File: src/rtl/constraint_stream_eval.sv
// Streaming constraint evaluator: folds a per-beat (data << SHIFT)==0 test
// across a frame with ALL/ANY aggregation and holds one result per frame.
//
// Ports:
//   clk, rst_n             clock, async active-low reset
//   in_valid/in_ready      operand beat handshake
//   in_data, in_last       operand value and frame-close flag
//   mode                   0 = ALL pass, 1 = ANY pass (latched on first beat)
//   out_valid/out_ready    result handshake
//   out_sat                aggregated constraint result
//   out_count              beats in the reported frame
//   out_ovf                frame force-closed at MAX_BEATS
//   out_fail_idx           1-based index of first failing beat, 0 if none
//                          (present only with CONSTRAINT_FAIL_IDX_EN defined)
module constraint_stream_eval #(
  parameter int WIDTH     = 10,
  parameter int SHIFT     = 2,
  parameter int MAX_BEATS = 16,
  localparam int CW       = $clog2(MAX_BEATS + 1)
) (
  input  logic             clk,
  input  logic             rst_n,
  input  logic             in_valid,
  output logic             in_ready,
  input  logic [WIDTH-1:0] in_data,
  input  logic             in_last,
  input  logic             mode,
  output logic             out_valid,
  input  logic             out_ready,
  output logic             out_sat,
  output logic [CW-1:0]    out_count,
`ifdef CONSTRAINT_FAIL_IDX_EN
  output logic [CW-1:0]    out_fail_idx,
`endif
  output logic             out_ovf
);

  typedef enum logic [1:0] {
    IDLE  = 2'd0,
    ACCUM = 2'd1,
    HOLD  = 2'd2
  } state_t;

  localparam logic [CW-1:0] MAXC = CW'(MAX_BEATS);

  state_t state, state_nx;

  logic          acc_q;
  logic          mode_q;
  logic          ovf_q;
  logic [CW-1:0] cnt_q;

  logic          take;
  logic          first;
  logic [WIDTH-1:0] shifted;
  logic          c;
  logic [CW-1:0] cnt_nx;
  logic          close;

  // Shift truncated to WIDTH: only the low WIDTH-SHIFT bits survive.
  assign shifted = in_data << SHIFT;
  assign c       = (shifted == '0);

  assign take   = in_valid & in_ready;
  assign first  = (state == IDLE);
  assign cnt_nx = first ? CW'(1) : cnt_q + CW'(1);
  assign close  = in_last | (cnt_nx == MAXC);

  always_ff @(posedge clk or negedge rst_n) begin
    if (!rst_n) state <= IDLE;
    else        state <= state_nx;
  end

  always_comb begin
    state_nx = state;
    unique case (state)
      IDLE, ACCUM: begin
        if (take) state_nx = close ? HOLD : ACCUM;
      end
      HOLD: begin
        if (out_ready) state_nx = IDLE;
      end
      default: state_nx = IDLE;
    endcase
  end

  always_comb begin
    in_ready  = 1'b0;
    out_valid = 1'b0;
    unique case (state)
      IDLE, ACCUM: in_ready  = 1'b1;
      HOLD:        out_valid = 1'b1;
      default:     in_ready  = 1'b0;
    endcase
  end

  always_ff @(posedge clk or negedge rst_n) begin
    if (!rst_n) begin
      acc_q  <= 1'b0;
      mode_q <= 1'b0;
      ovf_q  <= 1'b0;
      cnt_q  <= '0;
    end else if (take) begin
      cnt_q <= cnt_nx;
      ovf_q <= (cnt_nx == MAXC) & ~in_last;
      if (first) begin
        acc_q  <= c;
        mode_q <= mode;
      end else if (mode_q) begin
        acc_q <= acc_q | c;
      end else begin
        acc_q <= acc_q & c;
      end
    end
  end

`ifdef CONSTRAINT_FAIL_IDX_EN
  logic [CW-1:0] fidx_q;

  always_ff @(posedge clk or negedge rst_n) begin
    if (!rst_n) begin
      fidx_q <= '0;
    end else if (take) begin
      if (first)
        fidx_q <= c ? '0 : CW'(1);
      else if (fidx_q == '0 && !c)
        fidx_q <= cnt_nx;
    end
  end

  assign out_fail_idx = fidx_q;
`endif

  assign out_sat   = acc_q;
  assign out_count = cnt_q;
  assign out_ovf   = ovf_q;

endmodule

File: config.mk
export PLATFORM = sky130hd
export DESIGN_NAME = constraint_stream_eval
export DESIGN_NICKNAME = d
export VERILOG_FILES = /design/src/rtl/constraint_stream_eval.sv
export SDC_FILE = /design/constraint.sdc
export NUM_CORES = 1
export LEC_CHECK = 0
export BUFFER_PORTS_ARGS = -buffer_cell sky130_fd_sc_hd__buf_2
export CORE_ASPECT_RATIO = 0.6
export CORE_MARGIN = 2
export CORE_UTILIZATION = 24
export CTS_CLUSTER_DIAMETER = 60
export DETAILED_ROUTE_END_ITERATION = 7
export GPL_ROUTABILITY_DRIVEN = 0
export PLACE_DENSITY = 0.57
export REMOVE_ABC_BUFFERS = 1
export SLEW_MARGIN = 20
export SYNTH_ARGS = -nofsm -noshare
export SYNTH_HDL_FRONTEND = slang
export SYNTH_SLANG_ARGS = --single-unit
export TNS_END_PERCENT = 50
File: constraint.sdc
create_clock -name clk -period 1.9 [get_ports clk]
set_input_delay 0.38 -clock clk [delete_from_list [all_inputs] [get_ports clk]]
set_output_delay 0.38 -clock clk [all_outputs]
set_load 0.03 [all_outputs]
# Word level (Yosys, flattened, before mapping)
# Cells that the tools add are included.
# totals
regBits,10
input_bits,16
out_inout_bits,9
wordCells,31
# classes
n_addsub,1
n_eq_ne,5
n_mux,9
bitwise,6
n_reduce_logical,5
# ops
operator,n
$logic_not A10 Y1,1
$mux W2,3
$add A5 B1 Y5 const B,1
$eq A5 B5 Y1 const B,1
$mux W5,1
$mux W1,4
$ne A2 B2 Y1 const B,2
$pmux W2 S2,1
$reduce_and A2 Y1,2
$and A1 B1 Y1,3
$eq A2 B1 Y1 const B,1
$eq A2 B2 Y1 const B,1
$logic_not A2 Y1,1
$or A1 B1 Y1,2
$reduce_or A2 Y1,1
$not A1 Y1,1

# Logic depth before layout (Yosys ltp)
# logic_depth
word_depth,7
ltp_mapped,5
ltp_nobuf,5

# Worst setup path after synthesis
# OpenSTA, ideal clock, no wires.
# synth_path
path_kind,register to register
startpoint,reg cnt_q[0] (netlist: out_count[0])
endpoint,reg state[0]
arrival_time_ns,1.569
t_required_ns,1.779
setup_slack_ns,0.210
path_stages_with_launch,6
synth_period_minus_slack_ns,1.690
path_cell_list,dfrtp_1 ha_1 xor2_1 nor4b_2 a31oi_1 a22o_1
# synth_between
elab_chain_cells,7
# synth_lines
element,line,text
"start, declared",51,logic [CW-1:0] cnt_q;
"start signal, assigned",104,cnt_q <= cnt_nx;
$add A5 B1 Y5,66,assign cnt_nx = first ? CW'(1) : cnt_q + CW'(1);
$mux W5,66,
$eq A5 B5 Y1,67,assign close = in_last | (cnt_nx == MAXC);
$or A1 B1 Y1,67,
$mux W2 (2 in a row),78,if (take) state_nx = close ? HOLD : ACCUM;
$pmux W2 S2,76,unique case (state)
"end signal, assigned",71,else state <= state_nx;
"end, declared",46,"state_t state, state_nx;"
# No other way between the ends. The select of a mux whose other input is x is not followed.
# A chain may end at the register's enable or synchronous reset.

# Worst setup path in the final report
# Ends and elaborated chain as after synthesis.

==> summary.txt <==
Power and ir drop
  • Final Total Pwr: approximately 0.65 mW
  • Maximum vdd drop: about 0.44 mV
  • Pwr Density: roughly 900 nW/um^2
  • Leakage: about 0.35 nW

STA
  • Slew Viols, Final: 0
  • Tmin final: between 1.5 and 2 ns
  • Worst hold slack: 0.00310 ns
  • RSZ-0062 raised after global routing: false
  • Worst-Margin Slew: 0.556 ns
  • Worst slew margin: 0.629
  • Worst Skew: just over 0.004 ns
  • Final TNS setup: 0 ns
  • Hold Violations, Final: 0
  • Final setup viols: 0
  • Max Clock Freq: 0.600 GHz
  • Final period util: 0.877

GRT
  • Pin count of the biggest net entering global routing: 13
  • Initial antenna violation count: 0
  • First-pass GRT wire length: around 2200 um
  • Vias in the first global route: about 480
  • Total gr overflow: 0
  • GRT Total Usage: 0.119

Drt
  • DRC: 0
  • WL per Instance: roughly 11 um
  • Routed Antenna Nets: 0
  • DRT Pass-1 Iters: 4
  • Vias per cell: roughly 4.4
  • Final wirelength: 1230 um
  • 1st-iter DRT viols: 9
  • Via count: between 400 and 500

Layout
  • Ant diodes: 0
  • FF/Latch Area: between 200 and 300 um^2
  • Nets@finish: 99
  • Final non-filler cell total: between 100 and 150
  • Final core occ: 0.334
  • Layout area overhead: 32.9%
  • Multi-input gate area: roughly 270 um^2
  • Number of fill cells: around 250
  • Share of layout cells above drive strength 1: 0.350

Setup path
  • Worst-path maximum fanout: 6
  • WP data arrival: 1.78 ns
  • Worst setup EP type: flip-flop
  • Startpoint Class: flip-flop
  • Worst EP required: around 2.0 ns
  • Critical path type: reg -> reg

Die
  • Row Count: 13
  • Die ar.: 2650 um^2
  • I/O pin count: 25
  • Die X: 65.2 um
  • CORE AREA: roughly 2100 um^2
  • Initial Util: 0.251
  • Die Y: 40.7 um

Synth
  • Top cell type's share of synthesized area: 0.464
  • Most used flip-flop cell after synthesis: dfrtp_1
  • Sequential share of the synthesized area: 0.464
  • Async S/R FF share, synth: 1.00
  • EDFF count, synth: 0
  • Cell Area, Synth: approximately 540 um^2
  • YS warnings: 0
  • Top post-synthesis cells by area: dfrtp_1 (46%), nand3_1 (5.6%), nand2_1 (5.6%)
  • Syn avg cell area: roughly 9.5 um^2
  • Synthesized netlist cell count: between 50 and 60
  • Synth area leader: dfrtp_1
  • Unique masters post-synth: 26
  • Seq cells post-synth: 10

CTS
  • CTS Buffer Depth: 2
  • CTS tree: yes
  • Post-CTS Setup Inserts: 0
  • Num CTS Buffers: 3
  • Hold-fix buffers, CTS: 0
  • CTS sink cnt: 10
  • Post_cts resized: 0
  • Root Buffer: clkbuf_8
  • Worst-path clk slew: about 0.050 ns
  • Clk_lat worst skew: about 0.23 ns
  • H-Tree Level Count: 1

Placed design
  • # port buffers: 22
  • DP Wirelength: 951 um
  • Placed insts: between 100 and 150

Min path
  • HP Class: in -> async

Status
  • Outcome: completed

Run
  • MaxCap Viol Count: 0
## cell families (layout without fill, tap and decap cells)
| group | Yosys count | in the layout | share of synthesized area |
|---|---|---|---|
| simple gates | 24 | 24 | 0.234 |
| compound gates | 13 | 13 | 0.165 |
| flops | 10 | 10 | 0.464 |
| buf+inv | 5 | 28 | 0.0418 |
| xor+xnor | 2 | 2 | 0.0325 |
| mux | 2 | 2 | 0.0394 |
| fa+ha+maj | 1 | 1 | 0.0232 |
## flip-flops by register name, indices dropped and copies added, names as in the netlist
register   cells
out_ovf        1
state          2
mode_q         1
out_count      5
out_sat        1
## worst paths after layout
kind | start | endpoint | slack [ns] | cells past startpoint
worst max-delay path | out_count[0] | state[0] | 0.23 | 5
worst min-delay path | rst_n | mode_q | 0.003 | 1
worst max register to register | out_count[0] | state[0] | 0.23 | 5
worst min register to register | out_ovf | out_ovf | 0.49 | 2
max in group asynchronous | rst_n | out_count[0] | 1.70 | 1
min in group clk | in_last | out_ovf | 0.34 | 2
## cells in the final DEF, fill, tap and decap left out, types with 3 or more instances in the layout
| cell type | n |
|---|---|
| clkbuf_8 | 3 |
| nand2_1 | 8 |
| nor2_1 | 5 |
| dfrtp_1 | 10 |
| nand3_1 | 6 |
| buf_2 | 22 |
## cells in the mapped netlist, drive strengths merged, types with 2 or more instances
| cell type | number |
|---|---|
| a21oi | 2 |
| a22o | 2 |
| dfrtp | 10 |
| inv | 3 |
| nand2 | 9 |
| nand3 | 6 |
| nor2 | 5 |
| o21ai | 2 |
| o31ai | 2 |
| or4 | 2 |
| xor2 | 2 |
## routing by layer
metal | part of all wire | vias up | global-route usage
met4 | 0.011 | 0 | 0.0677
met5 | 0 | - | 0
met2 | 0.40 | 13 | 0.173
met3 | 0.063 | 2 | 0.0577
met1 | 0.52 | 217 | 0.146
li1 | - | 251 | -
## where the power goes
part	leakage, nW	internal [mW]	switching, mW	total, mW
registers	0.130	0.237	0.0337	0.271
logic	0.202	0.0661	0.105	0.171
clock network	0.0216	0.138	0.0733	0.211
## cell type report
| type | count | area share |
|---|---|---|
| multi-input combinational | 42 | 0.372 |
| sequential | 10 | 0.349 |
| timing repair buffer | 22 | 0.154 |
| clock buffer | 3 | 0.0576 |
| tap | 30 | 0.0524 |
| inverter | 3 | 0.0157 |
## stage by stage
stage	area, um^2	setup slack, ns
global route	717	0.0919
floorplan	528	0.210
finish	717	0.235
CTS	717	0.221
global placement	676	0.246
detailed placement	676	0.231
## worst max-delay path: stages (launching register included)
cell	delay [ns]
dfrtp_1	0.43
ha_1	0.28
xor2_1	0.16
nor4b_2	0.26
a31oi_1	0.16
a22o_1	0.26
Power figures use the tool's default switching activity.
